$ cat src/rtl/flow_table_wr_arbiter.sv
// Arbitrates two flow-entry writers onto the flow table's five-beat serial write port.
// Define FT_WR_ARB_RR_EN for round-robin arbitration; otherwise req0 has fixed priority.
module flow_table_wr_arbiter #(
    parameter int ADDR_W   = 8,
    parameter int ID_W     = 16,
    parameter int WDONE_TO = 15
) (
    input  logic              clk,
    input  logic              rst,
    input  logic              req0_valid,
    output logic              req0_ready,
    input  logic [ADDR_W-1:0] req0_addr,
    input  logic [127:0]      req0_key,
    input  logic [ID_W-1:0]   req0_id,
    input  logic              req0_ent_valid,
    input  logic              req1_valid,
    output logic              req1_ready,
    input  logic [ADDR_W-1:0] req1_addr,
    input  logic [127:0]      req1_key,
    input  logic [ID_W-1:0]   req1_id,
    input  logic              req1_ent_valid,
    output logic [ADDR_W-1:0] ft_waddr,
    output logic [31:0]       ft_wdata,
    output logic              ft_we,
    input  logic              ft_wdone,
    output logic              done,
    output logic              done_src,
    output logic              done_err,
    output logic              busy,
    output logic              err_to,
    output logic              err_stray,
    input  logic              err_clr,
    output logic [1:0]        dbg_state
);

    localparam int CNT_W = $clog2(WDONE_TO + 1);

    typedef enum logic [1:0] {
        S_IDLE  = 2'd0,
        S_ISSUE = 2'd1,
        S_WAIT  = 2'd2,
        S_DONE  = 2'd3
    } state_t;

    state_t             state_q, state_d;
    logic               src_q, src_d;
    logic [2:0]         beat_q, beat_d;
    logic [CNT_W-1:0]   cnt_q, cnt_d;
    logic               derr_q, derr_d;
    logic               err_to_q, err_to_d;
    logic               err_stray_q, err_stray_d;
    logic [ADDR_W-1:0]  addr_q;
    logic [127:0]       key_q;
    logic [ID_W-1:0]    id_q;
    logic               ev_q;
    logic               grant0, grant1, acc0, acc1, load, set_to;

    // Valid/ready: an entry transfers on a cycle with reqN_valid & reqN_ready. Ready is
    // offered only in IDLE and only to the arbitration winner; a requester keeps its
    // payload stable while valid & !ready, and may withdraw valid before ready.
`ifdef FT_WR_ARB_RR_EN
    logic last_q;

    assign grant0 = req0_valid & (~req1_valid | last_q);
    assign grant1 = req1_valid & (~req0_valid | ~last_q);

    always_ff @(posedge clk or posedge rst) begin
        if (rst) begin
            last_q <= 1'b1;
        end else if (load) begin
            last_q <= src_d;
        end
    end
`else
    assign grant0 = req0_valid;
    assign grant1 = req1_valid & ~req0_valid;
`endif

    assign req0_ready = (state_q == S_IDLE) & grant0;
    assign req1_ready = (state_q == S_IDLE) & grant1;
    assign acc0       = req0_valid & req0_ready;
    assign acc1       = req1_valid & req1_ready;

    always_comb begin
        state_d = state_q;
        src_d   = src_q;
        beat_d  = beat_q;
        cnt_d   = cnt_q;
        derr_d  = derr_q;
        load    = 1'b0;
        set_to  = 1'b0;
        case (state_q)
            S_IDLE: begin
                if (acc0 | acc1) begin
                    load    = 1'b1;
                    src_d   = acc1;
                    beat_d  = 3'd0;
                    derr_d  = 1'b0;
                    state_d = S_ISSUE;
                end
            end
            S_ISSUE: begin
                cnt_d   = '0;
                state_d = S_WAIT;
            end
            S_WAIT: begin
                if (ft_wdone) begin
                    if (beat_q == 3'd4) begin
                        state_d = S_DONE;
                    end else begin
                        beat_d  = beat_q + 3'd1;
                        state_d = S_ISSUE;
                    end
                end else begin
                    cnt_d = cnt_q + 1'b1;
                    // Abandon the rest of the entry; the flow table needs a reset to realign.
                    if (cnt_q == CNT_W'(WDONE_TO - 1)) begin
                        set_to  = 1'b1;
                        derr_d  = 1'b1;
                        state_d = S_DONE;
                    end
                end
            end
            S_DONE: begin
                state_d = S_IDLE;
            end
            default: begin
                state_d = S_IDLE;
            end
        endcase
    end

    assign err_to_d    = err_clr ? 1'b0 : (err_to_q | set_to);
    assign err_stray_d = err_clr ? 1'b0 : (err_stray_q | (ft_wdone & (state_q != S_WAIT)));

    always_ff @(posedge clk or posedge rst) begin
        if (rst) begin
            state_q     <= S_IDLE;
            src_q       <= 1'b0;
            beat_q      <= 3'd0;
            cnt_q       <= '0;
            derr_q      <= 1'b0;
            err_to_q    <= 1'b0;
            err_stray_q <= 1'b0;
            addr_q      <= '0;
            key_q       <= '0;
            id_q        <= '0;
            ev_q        <= 1'b0;
        end else begin
            state_q     <= state_d;
            src_q       <= src_d;
            beat_q      <= beat_d;
            cnt_q       <= cnt_d;
            derr_q      <= derr_d;
            err_to_q    <= err_to_d;
            err_stray_q <= err_stray_d;
            if (load) begin
                addr_q <= acc1 ? req1_addr      : req0_addr;
                key_q  <= acc1 ? req1_key       : req0_key;
                id_q   <= acc1 ? req1_id        : req0_id;
                ev_q   <= acc1 ? req1_ent_valid : req0_ent_valid;
            end
        end
    end

    always_comb begin
        ft_wdata = '0;
        if (state_q == S_ISSUE) begin
            case (beat_q)
                3'd0:    ft_wdata = key_q[31:0];
                3'd1:    ft_wdata = key_q[63:32];
                3'd2:    ft_wdata = key_q[95:64];
                3'd3:    ft_wdata = key_q[127:96];
                default: ft_wdata[ID_W:0] = {ev_q, id_q};
            endcase
        end
    end

    assign ft_we     = (state_q == S_ISSUE);
    assign ft_waddr  = (state_q != S_IDLE) ? addr_q : '0;
    assign done      = (state_q == S_DONE);
    assign done_src  = done & src_q;
    assign done_err  = done & derr_q;
    assign busy      = (state_q != S_IDLE);
    assign err_to    = err_to_q;
    assign err_stray = err_stray_q;
    assign dbg_state = state_q;

endmodule
$ cat config.mk
export PLATFORM = sky130hd
export DESIGN_NAME = flow_table_wr_arbiter
export DESIGN_NICKNAME = d
export VERILOG_FILES = /design/src/rtl/flow_table_wr_arbiter.sv
export SDC_FILE = /design/constraint.sdc
export NUM_CORES = 1
export LEC_CHECK = 0
export BUFFER_PORTS_ARGS = -buffer_cell sky130_fd_sc_hd__buf_2
export CAP_MARGIN = 20
export CELL_PAD_IN_SITES_DETAIL_PLACEMENT = 2
export CELL_PAD_IN_SITES_GLOBAL_PLACEMENT = 2
export CORE_ASPECT_RATIO = 0.8
export CORE_MARGIN = 1.5
export CORE_UTILIZATION = 34
export CTS_CLUSTER_DIAMETER = 120
export CTS_CLUSTER_SIZE = 16
export DETAILED_ROUTE_END_ITERATION = 8
export GPL_TIMING_DRIVEN = 0
export HOLD_SLACK_MARGIN = 0.06
export PLACE_DENSITY = 0.86
export SLEW_MARGIN = 15
export SYNTH_ARGS = -nofsm -noshare
export SYNTH_HDL_FRONTEND = slang
export SYNTH_SLANG_ARGS = --single-unit
export TNS_END_PERCENT = 20
$ cat constraint.sdc
create_clock -name clk -period 13.45 [get_ports clk]
set_input_delay 1.345 -clock clk [delete_from_list [all_inputs] [get_ports clk]]
set_output_delay 1.345 -clock clk [all_outputs]
set_load 0.02 [all_outputs]
==> summary.txt <==
Floorplan
  – IO Pins: about 360
  – Core ar.: around 27000 µm²
  – Row Count: 54
  – Die area: approximately 29000 µm²
  – Die Wd: roughly 190 µm
  – Starting Density: 0.347
  – Vert. Die Dim: ~150 µm

Setup path
  – Reg2Reg Setup Slack: 11.05 ns
  – Startpoint Class: flop
  – Worst R2R Start: dbg_state[1]$_DFFE_PP0P_
  – CP delay by family, top: buffers and inverters
  – Slowest stage cell, crit path: buf_1
  – Buf+Inv Stages, Crit Path: 7
  – Highest fanout seen on the critical path: 10
  – CP Class: flop to primary output
  – Worst setup EP type: primary output
  – Critical Path Max Stage Delay: 0.55 ns
  – Worst Setup SP: beat_q[2]$_DFFE_PP0P_
  – Worst EP required: 12.10 ns
  – WP data arrival: 3.98 ns
  – CP cell instances: buf_2, inv_2, buf_1, ha_1, clkbuf_1, clkbuf_1, buf_1, a2bb2oi_1, nor3_1, buf_2

Finish
  – Layout area overhead: 30.5%
  – Nets: about 1.4k
  – Share of layout cells above drive strength 1: 0.669
  – Post-layout util: 0.453
  – Filler cells: about 2.9k

Global route
  – Vias in the first global route: 9167
  – Grt met3 use: 0.0491
  – Initial antenna violation count: 0
  – GR Layer Usage met1: 0.335
  – Total gr overflow: 0
  – Largest net degree at the start of global routing: approximately 110
  – Total GRT Usage: 0.265
  – First-pass GRT wire length: about 57000 µm
  – GRT Max-Usage Layer: met2
  – Met2 Usage GRT: 0.455

Hold path
  – Hold crit path type: flop to flop
  – HP Start: src_q$_DFFE_PP0P_

Logic synthesis
  – Post-synth cell types: 36
  – Synth Warn #: 0
  – Nets in the synthesized netlist: roughly 1.0k
  – Async set-or-reset flop fraction in the synthesized netlist: 1.00
  – Synth Flop Type: dfrtp_1
  – Flop and latch count out of synthesis: 166
  – Synth area leaders: dfrtp_1 (44%), mux2_2 (37%), a222oi_1 (3.4%)
  – Top cells by count, synth: mux2_2 (308), dfrtp_1 (166), a222oi_1 (32)
  – Most numerous cell in the Yosys netlist: mux2_2
  – Area leader, netlist: dfrtp_1
  – Share of the synthesized area in the top cell type: 0.439
  – EDFF count, synth: 0
  – Cell Area, Synth: 9470 µm²
  – Mean post-synth cell area: roughly 13 µm²
  – Synth Instances: 726
  – Sequential cell area fraction in the yosys report: 0.439

Drt
  – WL final: around 38000 µm
  – Number of routed nets with antenna violations: 0
  – DRT iter0 DRCs: 490
  – Routed wirelength normalized by instance count: approximately 26 µm
  – Drt pass-1 iters: 8
  – Vias per cell: around 5.4
  – Total number of vias: approximately 8k
  – DR DRC count: 0

Timing
  – Max Slew Vio Count: 0
  – F_max: about 0.19 GHz
  – Final min period: ~5.3 ns
  – Unrepaired setup endpoints after global routing: false
  – # setup viols final: 0
  – Post-route clock period utilization: 0.396
  – Hold Vio Cnt, Final: 0
  – Slew headroom: 0.401
  – Fin Setup TNS: 0 ns
  – Final clock skew: between 0.01 and 0.015 ns
  – Worst Max-Slew Pin Slew: around 0.9 ns

Clocking
  – Setup Buffers After CTS: 0
  – Clk slew on worst S/H paths: ~0.07 ns
  – Worst-skew pair later-pin latency: about 0.43 ns
  – CTS tree: yes
  – Post-CTS sizing: 0
  – Number of buffers created by CTS: 17
  – Clock buffer depth: 2
  – Clock Sinks: roughly 170
  – Post-CTS Hold Buffers: 0
  – Root Buffer: clkbuf_16
  – H-tree levels: 4

Pwr
  – Leak pwr: 5.60 nW
  – Pwr per Cell Area: between 200 and 250 nW/µm²
  – Peak supply drop: between 100 and 150 µV

Placement
  – Gp weighted congestion: slightly above 0.8
  – Port buffer count: between 300 and 400
  – Detailed Place HPWL: ~29000 µm

Status
  – Status: finished clean

Flow run
  – # Max-Cap Violations: 0
flip-flops by register name, summed over array words and instances, names as in the netlist:
register and cells:
err_to 1, err_stray 1, cnt_q 4, beat_q 3
ev_q 1, addr_q 8, key_q 128, src_q 1
dbg_state 2, id_q 16, derr_q 1
power by group:
group	total [W]	internal [W]	switching, W
Sequential	0.000921	0.000750	0.000171
Combinational	0.00130	0.000623	0.000681
Clock	0.000503	0.000267	0.000235
worst register-to-register path: stages (launching register included):
cell and delay (ns):
dfrtp_1 0.44, nor4b_1 0.38, buf_2 0.51, buf_6 0.30, mux2_2 0.38, mux2_2 0.27
placed cells by master (no fill, tap or decap), types with 15 or more instances in the layout:
cell type / count
clkbuf_1: 32
buf_2: 376
a22o_1: 20
a211oi_1: 24
mux2_2: 308
a2bb2oi_1: 15
nor3_1: 15
clkbuf_16: 17
dfrtp_1: 166
a222oi_1: 32
stage by stage:
step | setup slack, ns | power, W | hold slack (ns) | instances | instance area, µm²
final | 8.13 | 0.00273 | 0.486 | 1486 | 12400
after global routing | 7.88 | 0.00287 | 0.499 | 1485 | 12400
after CTS | 8.16 | 0.00274 | 0.490 | 1485 | 12400
after detailed placement | 8.73 | 0.00222 | 0.474 | 1453 | 11800
after global placement | 5.55 | 0.00213 | 0.452 | 1452 | 11700
after floorplan | 7.61 | 0.00175 | 0.442 | 726 | 9470
area by class of cell:
type | instances | area (µm²) | share of cell area
tap | 364 | 455 | 0.0369
antenna | 1 | 2.50 | 0.000203
timing repair buffer | 363 | 1840 | 0.149
buffer | 68 | 397 | 0.0321
clock inverter | 13 | 143 | 0.0115
multi-input combinational | 480 | 4870 | 0.394
clock buffer | 19 | 443 | 0.0358
inverter | 12 | 52.6 | 0.00425
sequential | 166 | 4150 | 0.336
final timing paths:
check                                        end  cells after the start
max                                 ft_wdata[30]                     10
min                            src_q$_DFFE_PP0P_                      1
max reg2reg                key_q[69]$_DFFE_PP0P_                      5
min reg2reg                    src_q$_DFFE_PP0P_                      1
max in group asynchronous  key_q[69]$_DFFE_PP0P_                      3
min in group asynchronous  key_q[43]$_DFFE_PP0P_                      2
logic make-up after synthesis:
family	Yosys count	synth area share
flip-flops	166	0.439
AND/OR/NAND/NOR	46	0.0268
adder cells (fa/ha/maj)	7	0.00925
multiplexers	310	0.369
buffers and inverters	80	0.0467
AO/OA/AOI/OAI	117	0.110
per-layer routing:
metal	vias up	routed length (µm)	part of all wire
met1	4147	15900	0.42
met3	61	2060	0.054
met5	-	0	0
met4	0	1080	0.028
li1	3532	-	-
met2	318	18900	0.50
Note: power is estimated with default switching activity, not from simulation.
